### config.mk
export PLATFORM = sky130hd
export DESIGN_NAME = pool_sched
export DESIGN_NICKNAME = d
export VERILOG_FILES = /design/src/rtl/pool_sched.sv
export SDC_FILE = /design/constraint.sdc
export NUM_CORES = 1
export LEC_CHECK = 0
export ABC_AREA = 1
export BUFFER_PORTS_ARGS = -buffer_cell sky130_fd_sc_hd__buf_4
export CAP_MARGIN = 5
export CORE_ASPECT_RATIO = 0.6
export CORE_MARGIN = 2
export CORE_UTILIZATION = 40
export DETAILED_ROUTE_END_ITERATION = 16
export PLACE_DENSITY = 0.61
export SYNTH_ARGS = -nofsm -noshare
export SYNTH_HDL_FRONTEND = slang
export SYNTH_SLANG_ARGS = --single-unit
### constraint.sdc
create_clock -name Clk -period 9.61 [get_ports Clk]
set_clock_uncertainty 0.05 [all_clocks]
set_input_delay 0 -clock Clk [delete_from_list [all_inputs] [get_ports Clk]]
set_output_delay 0 -clock Clk [all_outputs]
set_load 0.005 [all_outputs]
### src/rtl/pool_sched.sv
`default_nettype none
// ============================================================================
// Module   : pool_sched
// Brief    : Sequences one POOL feature group. It sends the configuration,
//            issues the GB read addresses and counts the flag writes.
// Revision : 1.0 - initial release
// ============================================================================
module pool_sched #(
    parameter int ADDR_WIDTH = 10,
    parameter int FRM_WIDTH  = 5,
    parameter int ROW_WIDTH  = 6
) (
    input  logic                  Clk,
    input  logic                  rst_n,
    input  logic                  CCUPOOL_start,
    input  logic [FRM_WIDTH-1:0]  CCUPOOL_num_frame,
    input  logic [ROW_WIDTH-1:0]  CCUPOOL_num_row,
    input  logic [ADDR_WIDTH-1:0] CCUPOOL_base_addr,
    input  logic                  CCUPOOL_stride,
    input  logic                  CCUPOOL_valfrmpool,
    output logic                  POOLCCU_busy,
    output logic                  POOLCCU_done,
    output logic                  CFGPOOL_val,
    input  logic                  POOLCFG_rdy,
    output logic                  CFGPOOL_stride,
    output logic                  CFGPOOL_valfrmpool,
    output logic                  GBPOOL_addr_val,
    input  logic                  GBPOOL_addr_rdy,
    output logic [ADDR_WIDTH-1:0] GBPOOL_addr,
    input  logic                  BF_flg_val,
    input  logic                  BF_flg_rdy
);

    localparam int c_CNT_W = FRM_WIDTH + ROW_WIDTH + 2;

    localparam logic [2:0] c_IDLE  = 3'd0;
    localparam logic [2:0] c_CFG   = 3'd1;
    localparam logic [2:0] c_RD    = 3'd2;
    localparam logic [2:0] c_DRAIN = 3'd3;
    localparam logic [2:0] c_DONE  = 3'd4;

    localparam logic [FRM_WIDTH-1:0]  c_FRM_ONE = FRM_WIDTH'(1);
    localparam logic [FRM_WIDTH-1:0]  c_FRM_TWO = FRM_WIDTH'(2);
    localparam logic [ROW_WIDTH-1:0]  c_ROW_ONE = ROW_WIDTH'(1);

    logic [2:0]            r_state;
    logic [FRM_WIDTH-1:0]  r_nf;
    logic [ROW_WIDTH-1:0]  r_nr;
    logic [ADDR_WIDTH-1:0] r_base;
    logic                  r_stride;
    logic                  r_vfp;
    logic [ROW_WIDTH-1:0]  r_row;
    logic [FRM_WIDTH-1:0]  r_frm;
    logic                  r_ph;
    logic [ADDR_WIDTH-1:0] r_fbase;
    logic [ADDR_WIDTH-1:0] r_addr;
    logic [c_CNT_W-1:0]    r_cnt;

    logic [FRM_WIDTH:0]    w_n;
    logic [ROW_WIDTH:0]    w_r;
    logic [FRM_WIDTH:0]    w_fo;
    logic [ROW_WIDTH:0]    w_ro;
    logic [c_CNT_W-1:0]    w_exp;
    logic [ADDR_WIDTH-1:0] w_rlen;
    logic                  w_paired;
    logic                  w_row_end;
    logic                  w_last;
    logic                  w_busy;
    logic                  w_inc;
    logic [c_CNT_W-1:0]    w_cnt_n;
    logic [ROW_WIDTH-1:0]  w_row_n;
    logic [FRM_WIDTH-1:0]  w_frm_n;
    logic                  w_ph_n;
    logic [ADDR_WIDTH-1:0] w_fbase_n;
    logic [ADDR_WIDTH-1:0] w_addr_n;

    assign w_n    = {1'b0, r_nf} + {{FRM_WIDTH{1'b0}}, 1'b1};
    assign w_r    = {1'b0, r_nr} + {{ROW_WIDTH{1'b0}}, 1'b1};
    assign w_fo   = r_vfp    ? ((w_n + {{FRM_WIDTH{1'b0}}, 1'b1}) >> 1) : w_n;
    assign w_ro   = r_stride ? ((w_r + {{ROW_WIDTH{1'b0}}, 1'b1}) >> 1) : w_r;
    assign w_exp  = c_CNT_W'(w_fo) * c_CNT_W'(w_ro);
    assign w_rlen = ADDR_WIDTH'(w_r);

    // A frame has a partner unless it is the trailing odd one.
    assign w_paired  = r_vfp && (r_frm != r_nf);
    assign w_row_end = (r_row == r_nr);
    assign w_last    = w_row_end && (w_paired ? (r_ph && ((r_frm + c_FRM_ONE) == r_nf))
                                              : (r_frm == r_nf));

    assign w_busy  = (r_state == c_CFG) || (r_state == c_RD) || (r_state == c_DRAIN);
    assign w_inc   = w_busy && BF_flg_val && BF_flg_rdy;
    assign w_cnt_n = r_cnt + {{(c_CNT_W-1){1'b0}}, w_inc};

    always_comb begin
        w_row_n   = r_row;
        w_frm_n   = r_frm;
        w_ph_n    = r_ph;
        w_fbase_n = r_fbase;
        if (w_paired && !r_ph) begin
            w_ph_n = 1'b1;
        end else begin
            w_ph_n = 1'b0;
            if (w_row_end) begin
                w_row_n   = '0;
                w_fbase_n = r_fbase + (w_paired ? (w_rlen << 1) : w_rlen);
                w_frm_n   = r_frm + (w_paired ? c_FRM_TWO : c_FRM_ONE);
            end else begin
                w_row_n = r_row + c_ROW_ONE;
            end
        end
        w_addr_n = w_fbase_n + (w_ph_n ? w_rlen : '0) + ADDR_WIDTH'(w_row_n);
    end

    always_ff @(posedge Clk or negedge rst_n) begin
        if (!rst_n) begin
            r_state  <= c_IDLE;
            r_nf     <= '0;
            r_nr     <= '0;
            r_base   <= '0;
            r_stride <= 1'b0;
            r_vfp    <= 1'b0;
            r_row    <= '0;
            r_frm    <= '0;
            r_ph     <= 1'b0;
            r_fbase  <= '0;
            r_addr   <= '0;
            r_cnt    <= '0;
        end else begin
            r_cnt <= w_busy ? w_cnt_n : '0;
            case (r_state)
                c_IDLE: begin
                    if (CCUPOOL_start) begin
                        r_nf     <= CCUPOOL_num_frame;
                        r_nr     <= CCUPOOL_num_row;
                        r_base   <= CCUPOOL_base_addr;
                        r_stride <= CCUPOOL_stride;
                        r_vfp    <= CCUPOOL_valfrmpool;
                        r_state  <= c_CFG;
                    end
                end
                c_CFG: begin
                    if (POOLCFG_rdy) begin
                        r_row   <= '0;
                        r_frm   <= '0;
                        r_ph    <= 1'b0;
                        r_fbase <= r_base;
                        r_addr  <= r_base;
                        r_state <= c_RD;
                    end
                end
                c_RD: begin
                    if (GBPOOL_addr_rdy) begin
                        if (w_last) begin
                            r_state <= c_DRAIN;
                        end else begin
                            r_row   <= w_row_n;
                            r_frm   <= w_frm_n;
                            r_ph    <= w_ph_n;
                            r_fbase <= w_fbase_n;
                            r_addr  <= w_addr_n;
                        end
                    end
                end
                c_DRAIN: begin
                    // Looking at the incoming handshake lets done follow the last flag by one cycle.
                    if (w_cnt_n >= w_exp) begin
                        r_state <= c_DONE;
                    end
                end
                c_DONE:  r_state <= c_IDLE;
                default: r_state <= c_IDLE;
            endcase
        end
    end

    assign POOLCCU_busy       = w_busy;
    assign POOLCCU_done       = (r_state == c_DONE);
    assign CFGPOOL_val        = (r_state == c_CFG);
    assign CFGPOOL_stride     = r_stride;
    assign CFGPOOL_valfrmpool = r_vfp;
    assign GBPOOL_addr_val    = (r_state == c_RD);
    assign GBPOOL_addr        = r_addr;

endmodule
`default_nettype wire

# [Yosys cells after proc, flatten, opt, wreduce, memory -nomap -nowiden]
# Cells that the tools add are included.
[totals] ff_bits=71 inputBits=30 word_cells=95
[op_classes] addsub=11 multipliers=1 order_cmp=1 n_eq_ne=16 mux=39 reduce_logical=15
[op_table] operator="$mux 10" n=7
[op_table] operator="$pmux 10 s2" n=2
[op_table] operator="$mux 6" n=6
[op_table] operator="$mux 5" n=5
[op_table] operator="$mux 3" n=5
[op_table] operator="$mux 7" n=2
[op_table] operator="$add 13x1->13" n=1
[op_table] operator="$ge 13x13->1" n=1
[op_table] operator="$mul 6x7->13" n=1
[op_table] operator="$mux 13" n=1
[op_table] operator="$add 6x1->6 const B" n=2
[op_table] operator="$pmux 3 s4" n=1
[op_table] operator="$pmux 6 s2" n=1
[op_table] operator="$add 10x6->10" n=1
[op_table] operator="$add 10x7->10" n=1
[op_table] operator="$add 10x8->10" n=1
[op_table] operator="$eq 5x5->1" n=2
[op_table] operator="$ne 2x1->1 const B" n=5
[op_table] operator="$pmux 5 s2" n=1
[op_table] operator="$mux 8" n=1
[op_table] operator="$add 6x1->7 const B" n=1
[op_table] operator="$add 7x1->7 const B" n=1
[op_table] operator="$add 5x1->6 const B" n=1
[op_table] operator="$eq 3x2->1 const B" n=2
[op_table] operator="19 further kinds" n=31

# [Logic depth before layout (Yosys ltp)]
[logic_depth] word_depth=11 ltp_mapped=34 mapped_depth_nobuf=34

# [Worst setup path before layout]
# OpenSTA, ideal clock, no wires.
[synth_path] path_type="reg-to-reg" from="register r_nr[0]" to="register r_state[0]" setup_ns=0.077 arrival_time_ns=5.878 required_time_ns=9.483 path_slack_ns=3.605 stages_incl_launch_ff=34 path_buffers=0 period_less_slack_ns=6.005 path_cell_list="dfrtp_1 ha_1 xor2_1 inv_2 nor3_2 nand2_1 nand2_1 nand2_1 xor2_1 inv_1 nand2_1 fa_1 inv_1 fa_1 inv_1 fa_1 inv_1 ha_1 inv_1 o31ai_1 nand2_1 nand2_1 a21oi_1 o21ai_0 a21oi_1 xor2_1 ha_1 nand2_1 nor4_1 o21ai_0 nand4_1 o211ai_1 or2_2 a21oi_1"
[synth_via] elab_chain_len=7 word_cells_on_any_way=10
[synth_rtl] item="from (decl)" line="48" rtl="logic [ROW_WIDTH-1:0] r_nr;"
[synth_rtl] item="from (signal assigned)" line="134" rtl="r_nr <= CCUPOOL_num_row;"
[synth_rtl] item="$add 6x1->7" line="78" rtl="assign w_r = {1'b0, r_nr} + {{ROW_WIDTH{1'b0}}, 1'b1};"
[synth_rtl] item="$add 7x1->7" line="80" rtl="assign w_ro = r_stride ? ((w_r + {{ROW_WIDTH{1'b0}}, 1'b1}) >> 1) : w_r;"
[synth_rtl] item="$mux 7" line="80"
[synth_rtl] item="$mul 6x7->13" line="81" rtl="assign w_exp = c_CNT_W'(w_fo) * c_CNT_W'(w_ro);"
[synth_rtl] item="$ge 13x13->1" line="166" rtl="if (w_cnt_n >= w_exp) begin"
[synth_rtl] item="$ne 2x1->1 (no line)"
[synth_rtl] item="$reduce_and 5->1 (no line) (*)"
[synth_rtl] item="to (signal assigned)" line="167" rtl="r_state <= c_DONE;"
[synth_rtl] item="to (signal assigned)" line="170" rtl="c_DONE: r_state <= c_IDLE;"
[synth_rtl] item="to (signal assigned)" line="171" rtl="default: r_state <= c_IDLE;"
[synth_rtl] item="to (decl)" line="46" rtl="logic [2:0] r_state;"
# Every way passes the cells marked *; elsewhere a longest branch is shown, timed or not.
# A chain may end at the register's enable or synchronous reset.

# [Worst setup path after layout]
# Same ends and word-level chain as after synthesis.

==> results_dict.tcl <==
set metrics [dict create \
    yosys_warnings 0 \
    fill_cells 1690 \
    htree_levels 3 \
    wl_per_cell_um 14.2 \
    dieArea_mm2 0.0180 \
    hold_path.class "input pin to register" \
    core_area_mm2 0.0164 \
    fp.dieW_um 172 \
    syn_area_mm2 0.00677 \
    rsz0062_at_grt "false" \
    fmax_mhz 148 \
    critPathMaxStageDelay_ns 0.55 \
    clock_latency_ns 0.35 \
    num_io_pins 46 \
    drc 0 \
    fin_nets 1095 \
    grt_pass1_wl_mm 28.8 \
    r2r_slack_ns 2.86 \
    r2r_start "r_nr[0]" \
    gr-total-overflow 0 \
    dr.pass1.iters 5 \
    synth_edf_count 0 \
    critPathKind "register to register" \
    hold_end "r_state[0]" \
    cts_tree "yes" \
    worstPathRequired_ns 9.84 \
    grt_max_degree 72 \
    routabilityCongestion 0.910 \
    maxCapViolCount 0 \
    cts_sinks 71 \
    synth_ff_type "dfrtp_1" \
    cp_max_fo 8 \
    slew_viol_final 0 \
    rows 36 \
    period_needed_ns 6.75 \
    hp-start "CCUPOOL_start" \
    yosysUniqueCellTypes 51 \
    setup_viol 0 \
    final_util_pct 47.9 \
    cpMostUsedCell "nand2_1" \
    dpl_cell_area_mm2 0.00730 \
    whs_path_depth 4 \
    drt_iter0_drc 489 \
    grt_pass1_vias 5537 \
    antenna_left 0 \
    arrival_ns 6.99 \
    ys_seq_area_share_pct 26.3 \
    clkTransAtPathRegs_ns 0.07 \
    layout_commonest_cell "nand2_1" \
    ctsResizeCount 0 \
    setup_tns_ns 0 \
    diodes 0 \
    r2r-end "r_state[0]" \
    viasPerCell 4.87 \
    slew_headroom_pct 36.4 \
    tightest_slew_ns 0.954 \
    regArea_mm2 0.00178 \
    place_hpwl_mm 13.2 \
    avgSynthCellArea_um2 7.44 \
    io_buffers 45 \
    final_area_mm2 0.00785 \
    reg2reg_depth 33 \
    final_cell_mix "nand2_1, inv_1, nor2_1" \
    outcome "complete, no violations" \
    synth-seq-cells 71 \
    routed-via-count 5886 \
    cp-end-kind "register" \
    clockBufferDepth 2 \
    final.period_utilization_pct 70.3 \
    cts-root-buf "clkbuf_16" \
    start_util_pct 41.3 \
    totalWireLength_mm 17.2 \
    synthArstFlopShare_pct 100 \
    netlist_instances 910 \
    synth_nets 1030 \
    multi_input_area_mm2 0.00428 \
    grt_use_total_pct 20.6 \
    die_y_um 105 \
    drive_gt1_share_pct 12.1 \
    post_cts_buffers 0 \
    finalHoldViolations 0 \
    syn_to_final_growth_pct 16.0 \
    cp-start-kind "register" \
    grt_antenna_before_repair 0 \
    cts_made_buffers 9 \
    critPathSlowestCell "fa_1" \
]
[per-layer routing]
layer	vias to the layer above	track usage, %	wire length [um]
li1	3026	-	-
met1	2669	34.6	9810
met2	176	24.9	5890
met3	15	5.04	1220
met4	0	5.04	242
met5	-	0	0
[repair_timing]
| action | in CTS | in global routing |
|---|---|---|
| hold buffers | 24 | 0 |
| hold endpoints to repair | 94 | 0 |
| setup endpoints to repair | 0 | 0 |
[worst max-delay path, delay by kind of cell (launching register included)]
family / cells / cell delay, ns
fa+ha+maj: 6 / 2.42
simple gates: 11 / 1.37
compound gates: 7 / 1.07
xor+xnor: 3 / 0.79
flops: 1 / 0.54
buf+inv: 6 / 0.43
[cells by family after synthesis]
family	share of synthesized area [%]
AO/OA/AOI/OAI	12.5
XOR/XNOR	4.53
adder cells (fa/ha/maj)	20.0
buffers and inverters	10.5
flip-flops	26.3
multiplexers	1.17
AND/OR/NAND/NOR	25.1
[how the worst max path moves through the flow]
| stage | slack [ns] | start | cells past startpoint | end |
|---|---|---|---|---|
| global route | 2.34 | r_nr[0] | 33 | r_state[0] |
| CTS | 2.93 | r_nr[0] | 33 | r_state[0] |
| floorplan | 3.60 | r_nr[0] | 33 | r_state[0] |
| global placement | 3.18 | r_nr[0] | 33 | r_state[0] |
| detailed placement | 2.99 | r_nr[0] | 33 | r_state[0] |
| finish | 2.86 | r_nr[0] | 33 | r_state[0] |
[per-stage QoR]
| step | hold WS (ns) | setup slack (ns) | std cells |
|---|---|---|---|
| global route | 0.0786 | 2.34 | 1208 |
| finish | 0.0328 | 2.86 | 1208 |
| detailed placement | 0.179 | 2.99 | 1168 |
| floorplan | -0.346 | 3.60 | 910 |
| global placement | 0.173 | 3.18 | 1168 |
| CTS | 0.0231 | 2.93 | 1208 |
[state kept, by name, summed over array words and instances (netlist names)]
name	count
r_cnt	13
CFGPOOL_valfrmpool	1
r_ph	1
CFGPOOL_stride	1
r_row	6
r_fbase	10
r_state	3
r_nf	5
r_base	10
GBPOOL_addr	10
r_nr	6
r_frm	5
[cells in the mapped netlist (6+ instances only)]
library cell | n | area, um^2
dfrtp_1 | 71 | 1780
o21ai_1 | 12 | 60.1
nand3_1 | 36 | 180
nand2_1 | 185 | 694
xnor2_1 | 6 | 52.6
nand2_2 | 9 | 56.3
inv_1 | 147 | 552
nor2_1 | 112 | 420
o21ai_2 | 8 | 70.1
ha_1 | 60 | 751
nor3_1 | 13 | 65.1
clkbuf_1 | 8 | 30.0
inv_2 | 10 | 37.5
o21ai_0 | 33 | 165
a21oi_1 | 50 | 250
xor2_1 | 29 | 254
o22ai_1 | 8 | 50.1
mux2_2 | 7 | 78.8
fa_1 | 30 | 601
nand4_1 | 13 | 81.3
[cell type report]
type / instances / area share, %
multi-input cells: 663 / 54.5
flip-flops and latches: 71 / 22.6
repair buffers: 72 / 7.65
inverters: 158 / 7.62
well taps: 228 / 3.63
clock buffers: 10 / 3.04
clock inverters: 6 / 0.877
Power is left out: the tool's default activity adds up to more than one toggle a clock period on the data nets, which glitch-free logic cannot reach.
